<file path="config.mk">
export PLATFORM = sky130hd
export DESIGN_NAME = root_5_multi_cycle_flat
export DESIGN_NICKNAME = d
export VERILOG_FILES = /design/src/rtl/root_5_multi_cycle_if.sv /design/src/rtl/root_5_multi_cycle.sv /design/src/flat_wrapper.sv
export SDC_FILE = /design/constraint.sdc
export NUM_CORES = 1
export LEC_CHECK = 0
export ABC_AREA = 1
export CORE_ASPECT_RATIO = 2
export CORE_UTILIZATION = 55
export CTS_BUF_LIST = sky130_fd_sc_hd__clkbuf_16
export DETAILED_ROUTE_END_ITERATION = 12
export GPL_TIMING_DRIVEN = 0
export PLACE_DENSITY = 0.79
export SYNTH_ARGS = -nofsm -noshare
export SYNTH_HDL_FRONTEND = slang
export SYNTH_SLANG_ARGS = --single-unit
</file>
<file path="constraint.sdc">
create_clock -name clk -period 2.5 [get_ports clk]
set_clock_uncertainty 0.1 [all_clocks]
set_input_delay 0.5 -clock clk [delete_from_list [all_inputs] [get_ports clk]]
set_output_delay 0.5 -clock clk [all_outputs]
set_load 0.005 [all_outputs]
</file>
<file path="src/rtl/root_5_multi_cycle_if.sv">
// Request/result bus of the bit-serial fifth-root block.
// The master drives the argument and the slave returns the result.
interface root_5_multi_cycle_if #(
    parameter int w = 8
);
    logic         arg_vld;
    logic [w-1:0] arg;
    logic         busy;
    logic         res_vld;
    logic [w-1:0] res;

    modport master (
        output arg_vld,
        output arg,
        input  busy,
        input  res_vld,
        input  res
    );

    modport slave (
        input  arg_vld,
        input  arg,
        output busy,
        output res_vld,
        output res
    );
endinterface

</file>
<file path="src/rtl/root_5_multi_cycle.sv">
// Integer fifth root, floor(x^(1/5)), found by a bit-serial binary search.
// One shared multiplier raises each candidate to the fifth power over four cycles.
//
//  state   | meaning
//  --------+----------------------------------------------------------
//  S_IDLE  | waiting for arg_vld; latches the argument on accept
//  S_SETUP | forms candidate = root | (1 << bit) and loads p with it
//  S_MUL   | p <= p * candidate, four times, which leaves candidate^5 in p
//  S_CMP   | keeps the root bit if candidate^5 <= argument, then next bit
//  S_DONE  | publishes root on res and raises res_vld for the next cycle
module root_5_multi_cycle #(
    parameter int w = 8
) (
    input  logic                 clk,
    input  logic                 rst,
    root_5_multi_cycle_if.slave  bus
);
    localparam int rw = (w + 4) / 5;
    localparam int pw = 5 * rw;
    localparam int bw = (rw > 1) ? $clog2(rw) : 1;

    typedef enum logic [2:0] {
        S_IDLE,
        S_SETUP,
        S_MUL,
        S_CMP,
        S_DONE
    } state_t;

    state_t          state_q;
    logic [w-1:0]    arg_q;
    logic [rw-1:0]   root_q;
    logic [bw-1:0]   bit_q;
    logic [1:0]      cnt_q;
    logic [pw-1:0]   p_q;
    logic [w-1:0]    res_q;
    logic            res_vld_q;

    logic [rw-1:0]   cand_d;
    logic [pw-1:0]   prod_d;
    logic [pw-1:0]   arg_ext_d;

    // Candidate stays below 2^rw, so its fifth power always fits in pw bits.
    assign cand_d    = root_q | (rw'(1) << bit_q);
    assign prod_d    = p_q * pw'(cand_d);
    assign arg_ext_d = pw'(arg_q);

    always_ff @(posedge clk) begin
        if (rst) begin
            state_q   <= S_IDLE;
            root_q    <= '0;
            bit_q     <= '0;
            cnt_q     <= '0;
            res_q     <= '0;
            res_vld_q <= 1'b0;
        end else begin
            res_vld_q <= 1'b0;
            case (state_q)
                S_IDLE: begin
                    if (bus.arg_vld) begin
                        arg_q   <= bus.arg;
                        root_q  <= '0;
                        bit_q   <= bw'(rw - 1);
                        state_q <= S_SETUP;
                    end
                end
                S_SETUP: begin
                    p_q     <= pw'(cand_d);
                    cnt_q   <= '0;
                    state_q <= S_MUL;
                end
                S_MUL: begin
                    p_q   <= prod_d;
                    cnt_q <= cnt_q + 2'd1;
                    if (cnt_q == 2'd3) begin
                        state_q <= S_CMP;
                    end
                end
                S_CMP: begin
                    if (p_q <= arg_ext_d) begin
                        root_q[bit_q] <= 1'b1;
                    end
                    if (bit_q == '0) begin
                        state_q <= S_DONE;
                    end else begin
                        bit_q   <= bit_q - bw'(1);
                        state_q <= S_SETUP;
                    end
                end
                S_DONE: begin
                    res_q     <= w'(root_q);
                    res_vld_q <= 1'b1;
                    state_q   <= S_IDLE;
                end
                default: begin
                    state_q <= S_IDLE;
                end
            endcase
        end
    end

    assign bus.busy    = (state_q != S_IDLE);
    assign bus.res_vld = res_vld_q;
    assign bus.res     = res_q;
endmodule
</file>
<file path="src/flat_wrapper.sv">
// flat-port wrapper written by rule: the top's interface ports become plain ports
module root_5_multi_cycle_flat 
#(
    parameter int w = 8
)
  (clk, rst, bus_arg_vld, bus_arg, bus_busy, bus_res_vld, bus_res);
  root_5_multi_cycle_if #(.w(w)) bus_i ();
  input  logic clk;
  input  logic rst;
  input wire logic [$bits(bus_i.arg_vld)-1:0] bus_arg_vld;
  input wire logic [$bits(bus_i.arg)-1:0] bus_arg;
  output wire logic [$bits(bus_i.busy)-1:0] bus_busy;
  output wire logic [$bits(bus_i.res_vld)-1:0] bus_res_vld;
  output wire logic [$bits(bus_i.res)-1:0] bus_res;
  assign bus_i.arg_vld = bus_arg_vld;
  assign bus_i.arg = bus_arg;
  assign bus_busy = bus_i.busy;
  assign bus_res_vld = bus_i.res_vld;
  assign bus_res = bus_i.res;
  root_5_multi_cycle #(.w(w)) u_core (.clk(clk), .rst(rst), .bus(bus_i));
endmodule
</file>
== After elaboration in Yosys (flattened, before gate mapping) ==
Cells that the tools add are included.
Storage, ports and cells
  bits in registers: 29
  word-level logic and storage cells: 51
Cells by class
  order comparisons: 3
  bitwise gates (word level): 3
  shift-type cells: 1
  reduce and logical (&&, ||, !) cells: 10
  mux-type cells: 15
  multipliers: 1
  eq/ne operators: 8
  $add $sub $neg: 2
Operator list (number)
  $pmux W10 S2: 1
  $pmux W3 S4: 1
  $le A10 B8 Y1: 1
  $mul A10 B2 Y10: 1
  $mux W3: 3
  $pmux W2 S2: 2
  $eq A3 B2 Y1 const B: 2
  $reduce_and A2 Y1: 3
  $reduce_and A3 Y1: 2
  $mux W1: 4
  $mux W2: 2
  $ne A2 B1 Y1 const B: 2
  $or A2 B2 Y2: 2
  $reduce_bool A2 Y1: 2
  $eq A3 B1 Y1 const B: 1
  $eq A3 B3 Y1 const B: 1
  $logic_not A3 Y1: 1
  $reduce_bool A3 Y1: 1
  $add A2 B1 Y2 const B: 1
  $eq A2 B2 Y1 const B: 1
  $lt A1 B2 Y1 const B: 1
  $ne A2 B2 Y1 const B: 1
  $pmux W1 S2: 1
  $shl A1 B1 Y2 const A: 1
  5 further kinds: 5

== Logic depth before layout (Yosys ltp) ==
  depth after elaboration: 7
  gate-level depth with buffers: 13

== Worst setup path after synthesis ==
OpenSTA, ideal clock, no wires.
  path kind: flip-flop to flip-flop
  start: reg u_core.bit_q
  end: reg u_core.p_q[7] (data pin)
  setup time: 258 ps
  required time: 2142 ps
  cell stages (with the launch flop): 12
  data arrival time: 1713 ps
  path slack: 429 ps
  period minus slack after synthesis: 2071 ps
  buffers on the path: 1
  path through: dfxtp_1 > nor2_1 > buf_2 > nor2_1 > ha_1 > fa_1 > nand3_1 > nand2_2 > nand2_1 > nand2_1 > a21oi_2 > a21oi_1
On the way
  longest elaborated chain between the ends: 4
RTL lines
  start: declaration: RTL line root_5_multi_cycle.sv:33  | logic [bw-1:0] bit_q;
  start signal: assignment: RTL line root_5_multi_cycle.sv:63  | bit_q <= bw'(rw - 1);
  start signal: assignment: RTL line root_5_multi_cycle.sv:86  | bit_q <= bit_q - bw'(1);
  $shl A1 B1 Y2: RTL line root_5_multi_cycle.sv:44  | assign cand_d = root_q | (rw'(1) << bit_q);
  $or A2 B2 Y2: RTL line root_5_multi_cycle.sv:44
  $mul A10 B2 Y10: RTL line root_5_multi_cycle.sv:45  | assign prod_d = p_q * pw'(cand_d);
  $pmux W10 S2: RTL line root_5_multi_cycle.sv:58  | case (state_q)
  end signal: assignment: RTL line root_5_multi_cycle.sv:68  | p_q <= pw'(cand_d);
  end signal: assignment: RTL line root_5_multi_cycle.sv:73  | p_q <= prod_d;
  end: declaration: RTL line root_5_multi_cycle.sv:35  | logic [pw-1:0] p_q;
No other way between the ends.
A chain may end at the register's enable or synchronous reset.

== Worst setup path after layout ==
  start: reg u_core.bit_q
  end: reg u_core.p_q[9] (data pin)
Same word-level chain as after synthesis.

==> run_results.csv <==
group,metric,value,unit
critical_path,cp_data_arrival_time,2.23,ns
timing,drv_slew,0,
clock_tree,clk_latency,0.28,ns
clock_tree,cts_root_buffer,"clkbuf_16",
logic_synthesis,synth_edf_count,18,
clock_tree,cts_setup_buffers,0,
layout,drive_gt1_frac,0.118,
place,dp_cells,268,
floorplan,coreArea,0.00301,sq mm
place,placed_area,0.00197,sq mm
detailed_routing,drc_errors,0,
floorplan,row_count,28,
clock_tree,clk_pin_slew_worst_paths,0.05,ns
logic_synthesis,yosysSeqAreaShare,0.426,
logic_synthesis,synth_top_area_cell,"edfxtp_1",
logic_synthesis,synth_most_common_cell,"inv_1",
logic_synthesis,syn_inst,220,
clock_tree,clockBufferDepth,2,
logic_synthesis,synth-seq-cells,29,
hold_path,hold_path.class,"register to register",
logic_synthesis,synth_top_area_frac,0.303,
logic_synthesis,synth-main-ff-cell,"edfxtp_1",
logic_synthesis,synth_cell_types,31,
clock_tree,cts_num_sinks,29,
place,numPortBuffers,13,
global_route,grt_pass1_vias,1354,
floorplan,start_util,0.593,
job,maxCapViolCount,0,
timing,layout_worst_path_cycle_share,0.918,
timing,worstMarginPinSlew,0.868,ns
critical_path,cp-end-kind,"register",
floorplan,die-height,82.6,um
global_route,grt_usage,0.225,
detailed_routing,initialDrtViolationCount,33,
layout,nNetsFinal,274,
timing,fmax,436,MHz
critical_path,start_kind,"register",
floorplan,io_pins,21,
detailed_routing,ant_nets,0,
floorplan,die_w,42.3,um
timing,min_period,2.29,ns
logic_synthesis,syn_avg_cell_area,8.12,sq um
power,ir_worst_vdd,0.000546,V
global_route,grt_max_degree,11,
power,p_per_area,774,mW/mm^2
place,post-place-ws,0.154,ns
logic_synthesis,synthArstFlopShare,0,
layout,area_delta_synth_final,18.6,%
layout,stdcell_count,276,
logic_synthesis,synth_common_cells,"inv_1 (35), nand2_1 (33), nor2_1 (33)",
clock_tree,cts_tree,"done",
critical_path,cp_max_fo,10,
critical_path,required,2.44,ns
global_route,gr-total-overflow,0,
logic_synthesis,synth_warnings,0,
floorplan,dieArea,0.00349,sq mm
timing,setup-violations-final,0,
detailed_routing,drt_pass1_iterations,4,
timing,rsz0062_at_grt,"true",
run_status,outcome,"finished clean",
logic_synthesis,synth_area_leaders,"edfxtp_1 (30%), dfxtp_1 (12%), ha_1 (12%), inv_1 (7.4%), nand2_1 (6.9%)",
place,place_congestion,0.887,
layout,fin_area,0.00212,sq mm
detailed_routing,wire_per_inst,12.8,um
clock_tree,numCtsBuffers,5,
timing,finalSetupTns,0,ns
timing,hold_violations,0,
timing,relSlewSlack,0.419,
clock_tree,cts_htree_levels,2,
detailed_routing,vias_per_cell,5.23,
logic_synthesis,syn-cell-area,0.00179,sq mm
layout,diodes,0,
global_route,antenna_found_initial,0,
critical_path,critPathKind,"register to register",
place,dp_hpwl,2740,um
power,leakagePower,1.03,nW
detailed_routing,vias,1444,
detailed_routing,totalWireLength,3550,um
timing,layout_setup_ws,0.205,ns
global_route,grt_pass1_wl,5600,um
layout,num-fill-cells,257,
-- worst paths after layout --
kind / startpoint / endpoint / slack (ns) / depth (start not counted)
setup reg to reg: u_core.bit_q / u_core.p_q[9] / 0.21 / 11
hold reg to reg: u_core.cnt_q[0] / u_core.cnt_q[0] / 0.36 / 1
setup / recovery: u_core.bit_q / u_core.p_q[9] / 0.21 / 11
hold / removal: u_core.cnt_q[0] / u_core.cnt_q[0] / 0.36 / 1
-- area by class of cell --
class                   count  area [sq um]  share of cell area
repair buffers             13           130              0.0615
clock inverters             3          13.8             0.00650
inverters                  41           158              0.0745
well taps                  30          37.5              0.0177
multi-input cells         146           825               0.389
plain buffers               9          67.6              0.0319
clock buffers               5           125              0.0591
flip-flops and latches     29           761               0.359
-- where the power goes --
group,internal [W],switching (W)
sequential,0.000576,0.0000317
clock,0.000360,0.000207
combinational,0.000178,0.000287
-- critical path, cell delays in order, from the launching register on --
cell,delay (ns)
dfxtp_1,0.34
nor2_1,0.16
buf_4,0.20
nor2_1,0.06
ha_1,0.22
fa_1,0.41
nand3_1,0.11
nand2_2,0.08
nand4_1,0.07
o211ai_1,0.13
nor2_1,0.11
nor2_1,0.05
-- sequential cells by signal (all words and copies together) (netlist names) --
signal and cells:
u_core.arg_q 8, u_core.bit_q 1, u_core.bus.res 2, u_core.bus.res_vld 1
u_core.cnt_q 2, u_core.p_q 10, u_core.root_q 2, u_core.state_q 3
-- stage by stage --
step	utilization	power (W)	hold slack (ns)
6_report	0.703	0.00164	0.360
5_1_grt	0.703	0.00174	0.399
4_1_cts	0.701	0.00164	0.365
3_5_place_dp	0.654	0.00108	0.355
3_3_place_gp	0.654	0.00106	0.350
2_1_floorplan	-	0.000957	0.329
-- per-layer routing --
metal,track usage,wire length [um]
met1,0.197,1270
met2,0.437,2030
met3,0.0587,102
met4,0.141,142
met5,0,0
-- placed cells by master, fill, tap and decap left out, types with 2 or more instances in the layout --
cell and instances:
inv_1 36, nor2_1 33, nand2_1 33, a21oi_1 18, edfxtp_1 18, ha_1 17
clkdlybuf4s50_1 13, dfxtp_1 11, buf_4 7, nand3_1 7, o21ai_0 6, conb_1 6
inv_2 5, clkbuf_16 5, nor3_1 3, nand4_1 3, nand2_2 3, o21ai_1 3
nor2_2 2, a31oi_1 2, a21oi_2 2, clkinv_2 2
-- timing repair --
item | CTS | global route
resized for setup | 0 | 3
setup endpoints to repair | 0 | 2
hold buffers | 0 | 0
hold endpoints to repair | 0 | 0
-- logic make-up after synthesis --
family,after synthesis,synth area share
AO/OA/AOI/OAI,35,0.109
XOR/XNOR,1,0.00491
adder cells (fa/ha/maj),18,0.130
buffers and inverters,50,0.123
flip-flops,29,0.426
other,1,0.00210
AND/OR/NAND/NOR,86,0.205
Note: power is estimated with default switching activity, not from simulation.
